--- config.mk ---
export PLATFORM = sky130hd
export DESIGN_NAME = mul_seq16
export DESIGN_NICKNAME = d
export VERILOG_FILES = /design/src/rtl/mul_seq16.sv
export SDC_FILE = /design/constraint.sdc
export NUM_CORES = 1
export LEC_CHECK = 0
export CORE_UTILIZATION = 46
export DETAILED_ROUTE_END_ITERATION = 12
export PLACE_DENSITY = 0.79
export SLEW_MARGIN = 20
export SYNTH_ARGS = -nofsm -noshare
export SYNTH_HDL_FRONTEND = slang
export SYNTH_SLANG_ARGS = --single-unit
--- constraint.sdc ---
create_clock -name clk -period 3.76 [get_ports clk]
set_input_delay 1.128 -clock clk [delete_from_list [all_inputs] [get_ports clk]]
set_output_delay 1.128 -clock clk [all_outputs]
set_load 0.01 [all_outputs]
--- src/rtl/mul_seq16.sv ---
// Sequential 16x16 shift-and-add multiplier (low 16 product bits) driving an external add/sub unit.
// Optional build macro MUL_SEQ16_EARLY_EXIT_EN stops once the remaining multiplier bits are all zero.
module mul_seq16 #(
  parameter int WIDTH = 16
) (
  input  logic             clk,
  input  logic             rst,
  input  logic             start,
  input  logic [WIDTH-1:0] a,
  input  logic [WIDTH-1:0] b,
  output logic             ready,
  output logic             busy,
  output logic             done,
  output logic [WIDTH-1:0] product,
  output logic [WIDTH-1:0] add_in1,
  output logic [WIDTH-1:0] add_in2,
  output logic             add_sub,
  input  logic [WIDTH-1:0] add_s
);

  localparam int CW = $clog2(WIDTH);

  typedef enum logic [1:0] {
    IDLE = 2'd0,
    RUN  = 2'd1,
    DONE = 2'd2
  } state_e;

  state_e           state_q, state_d;
  logic [WIDTH-1:0] acc_q, acc_d;
  logic [WIDTH-1:0] mcand_q, mcand_d;
  logic [WIDTH-1:0] mplier_q, mplier_d;
  logic [WIDTH-1:0] product_q, product_d;
  logic [CW-1:0]    count_q, count_d;
  logic             ready_q, ready_d;
  logic             busy_q, busy_d;
  logic             done_q, done_d;
  logic             last_run;

  // The adder only ever adds; it sees a zero addend outside RUN so add_s is harmless there.
  assign add_in1 = acc_q;
  assign add_in2 = (state_q == RUN && mplier_q[0]) ? mcand_q : '0;
  assign add_sub = 1'b0;

`ifdef MUL_SEQ16_EARLY_EXIT_EN
  assign last_run = (count_q == CW'(WIDTH - 1)) || ((mplier_q >> 1) == '0);
`else
  assign last_run = (count_q == CW'(WIDTH - 1));
`endif

  always_comb begin
    // NOTE: every signal gets its hold value first so no path through the case infers a latch.
    state_d   = state_q;
    acc_d     = acc_q;
    mcand_d   = mcand_q;
    mplier_d  = mplier_q;
    product_d = product_q;
    count_d   = count_q;

    unique case (state_q)
      IDLE: begin
        if (start) begin
          mcand_d  = a;
          mplier_d = b;
          acc_d    = '0;
          count_d  = '0;
          state_d  = RUN;
`ifdef MUL_SEQ16_EARLY_EXIT_EN
          if (b == '0) begin
            state_d   = DONE;
            product_d = '0;
          end
`endif
        end
      end
      RUN: begin
        acc_d    = add_s;
        mcand_d  = mcand_q << 1;
        mplier_d = mplier_q >> 1;
        count_d  = count_q + 1'b1;
        // The final sum is captured directly so product changes on the edge that raises done.
        if (last_run) begin
          state_d   = DONE;
          product_d = add_s;
        end
      end
      DONE:    state_d = IDLE;
      default: state_d = IDLE;
    endcase

    ready_d = (state_d == IDLE);
    busy_d  = (state_d != IDLE);
    done_d  = (state_d == DONE);
  end

  // NOTE: sequential state uses non-blocking assignments so every flop samples pre-edge values.
  always_ff @(posedge clk or posedge rst) begin
    if (rst) begin
      state_q   <= IDLE;
      acc_q     <= '0;
      mcand_q   <= '0;
      mplier_q  <= '0;
      product_q <= '0;
      count_q   <= '0;
      ready_q   <= 1'b1;
      busy_q    <= 1'b0;
      done_q    <= 1'b0;
    end else begin
      state_q   <= state_d;
      acc_q     <= acc_d;
      mcand_q   <= mcand_d;
      mplier_q  <= mplier_d;
      product_q <= product_d;
      count_q   <= count_d;
      ready_q   <= ready_d;
      busy_q    <= busy_d;
      done_q    <= done_d;
    end
  end

  assign ready   = ready_q;
  assign busy    = busy_q;
  assign done    = done_q;
  assign product = product_q;

endmodule

==> impl_metrics.csv <==
group,metric,value,unit
setup_path,criticalPathCategory,"flop to output port",
sta,period_minus_slack,3.20,ns
die,rows,30,
synth,ys_ff_latch,73,
synth,yosys_warnings,0,
drt,wl_per_cell,15.8,um
power,seq_power_share,38.1,%
clocking,worstSkewPairLatency,0.34,ns
place,dpl_cell_area,0.00434,mm2
die,ioPinCount,103,
setup_path,worstPathArrival,2.08,ns
final_layout,regArea,0.00183,mm2
setup_path,worstPathMaxFanout,33,
drt,drtPass1Iterations,4,
power,p_clk_share,21.6,%
power,cellLeakagePower,1.97,nW
clocking,htreeDepth,3,
clocking,hold_buffers,0,
clocking,cts_tree,"built",
global_route,grt_pass1_vias,2645,
place,gp_congestion,0.719,
global_route,antenna_found_initial,0,
sta,slew_violations,0,
drt,detail_route.vias_per_cell,5.35,
final_layout,layout_common_cells,"clkdlybuf4s50_1, dfrtp_1, o21ai_0",
power,power.switching,0.00113,W
clocking,post_cts_resize_count,0,
sta,fin_skew,0.00725,ns
sta,fmax,312,MHz
drt,vias,2605,
power,sw_frac_of_total,32.9,%
clocking,numCtsBuffers,9,
setup_path,crit_buf_inv,1,
setup_path,cp_cell_sequence,"nor2b_4 > and3_1 > clkdlybuf4s50_1",
final_layout,syn_to_final_growth,39.9,%
sta,final-setup-viol-count,0,
sta,fin_tns_setup,0,ns
drt,dr.first_iter.drc_count,128,
clocking,post_cts_buffers,0,
final_layout,layout_commonest_cell,"clkdlybuf4s50_1",
worst_hold_path,hold_class,"flop to flop",
sta,rsz0062_at_grt,"false",
drt,drc,0,
final_layout,nets,438,
synth,synth_cells,294,
sta,finalHoldWorstSlack,0.477,ns
place,dp_hpwl,4.94,mm
final_layout,diodes,0,
place,io_buffers,101,
final_layout,design_area,0.00458,mm2
synth,syn-mean-instance-area,11.1,um2
synth,syn_area,0.00328,mm2
sta,finalCritPeriodShare,85.2,%
power,power_density,750,mW/mm2
sta,hold_viol_final,0,
power,total_power,0.00344,W
power,peakVddDrop,0.445,mV
setup_path,startpoint_type,"flop",
status,status,"finished clean",
clocking,clock_path_buffers,2,
setup_path,critical-path-top-delay-family,"simple AND/OR/NAND/NOR gates",
setup_path,crit_required,2.63,ns
drt,wl,7.68,mm
global_route,grt_pass1_wl,12.7,mm
sta,slew_headroom,57.3,%
setup_path,critPathCaptureType,"output port",
clocking,clk_pin_slew_worst_paths,0.08,ns
global_route,overflow,0,
global_route,grt_max_degree,47,
synth,yosysSeqAreaShare,55.8,%
final_layout,multi_input_area,0.00130,mm2
final_layout,n_fill_cell,544,
setup_path,slowest_stage,"clkdlybuf4s50_1",
sta,tightest_slew,0.640,ns
drt,detail-route-antenna-nets,0,
synth,synth_nets,346,
flow_run,cap_violations,0,
die,core,0.00683,mm2
power,intPower,0.00230,W
global_route,grt_usage,21.7,%
clocking,cts_root_buf,"clkbuf_8",
synth,synth_cell_types,31,
die,start_util,47.9,%
die,die-area,0.00746,mm2
final_layout,drive_above_1_share,11.5,%
power,power_frac_comb,40.3,%
die,die_w,86.4,um
die,die_h,86.4,um
clocking,cts_sinks,73,
setup_path,max_stage_delay,0.54,ns
## power groups by stage
stage	sequential, W	clock [W]	combinational (W)
after floorplan	0.00134	0	0.000759
after global placement	0.00131	0	0.00136
after detailed placement	0.00131	0	0.00139
after CTS	0.00131	0.000754	0.00140
after global routing	0.00135	0.000790	0.00151
final	0.00131	0.000742	0.00138
## synth_stat cells
master	instances	area share, %
a21oi_1	14	2.1
a22o_1	17	4.5
a22oi_1	13	3.0
a31oi_1	18	3.4
a32o_1	1	0.31
a41oi_1	2	0.53
and2_1	17	3.2
and3_1	16	3.1
and4_1	1	0.27
and4_4	1	0.34
buf_1	1	0.11
buf_2	4	0.61
buf_4	1	0.23
buf_6	3	1.0
buf_8	1	0.46
clkbuf_1	17	1.9
clkinv_1	1	0.11
conb_1	1	0.11
dfrtp_1	72	55
dfstp_2	1	0.80
ha_1	1	0.38
inv_1	2	0.23
mux2_2	8	2.8
mux2_4	9	4.1
nand2_1	20	2.3
nand3_1	1	0.15
nor2b_1	15	2.9
nor2b_4	1	0.42
nor3b_1	1	0.23
o21ai_0	33	5.0
o21bai_1	1	0.23
## worst paths after layout
check	endpoint	startpoint	cells after the start	slack, ns
worst max-delay path	add_in2[14]	state_q[1]$_DFF_PP0_	3	0.56
worst min register to register	mplier_q[14]$_DFFE_PP0P_	mplier_q[14]$_DFFE_PP0P_	2	0.48
worst min-delay path	mplier_q[14]$_DFFE_PP0P_	mplier_q[14]$_DFFE_PP0P_	2	0.48
max in group asynchronous	ready$_DFF_PP1_	rst	3	1.85
worst max register to register	product[9]$_DFFE_PP0P_	state_q[1]$_DFF_PP0_	4	1.50
min in group asynchronous	mcand_q[12]$_DFFE_PP0P_	rst	2	1.18
## logic make-up after synthesis
logic type	Yosys count	share of synthesized area, %
compound gates	99	19.2
fa+ha+maj	1	0.382
buf+inv	30	4.74
flops	73	55.8
mux	17	6.88
other cells	1	0.114
simple gates	73	12.9
## area by class of cell
class | count | area share [%]
well taps | 96 | 2.62
clock buffers | 10 | 3.00
multi-input cells | 191 | 28.5
inverters | 3 | 0.246
repair buffers | 108 | 23.5
flip-flops and latches | 73 | 39.9
clock inverters | 6 | 2.29
## tightest hold or removal path: cells and delay by family (launching register included)
family	cells	cell delay (ns)
AND/OR/NAND/NOR	1	0.05
flip-flops	1	0.34
AO/OA/AOI/OAI	1	0.06
## per-layer routing
| layer | global-route usage [%] | routed length (um) |
|---|---|---|
| met1 | 29.9 | 3500 |
| met3 | 5.81 | 542 |
| met2 | 33.8 | 3550 |
| met5 | 0 | 0 |
| met4 | 6.97 | 92 |
## metrics by stage
stage               utilization [%]  cells  setup slack, ns
global route                   67.1    487            0.425
detailed placement             63.5    471            0.648
global placement               63.5    471            0.732
CTS                            67.1    487            0.536
finish                         67.1    487            0.556
floorplan                         -    294            0.780
## sequential cells by signal, indices dropped and copies added (netlist names)
name and flops:
mplier_q 16, mcand_q 16, count_q 4, done 1, ready 1, busy 1, product 16, add_in1 16
state_q 2
(Power assumes the default switching activity.)
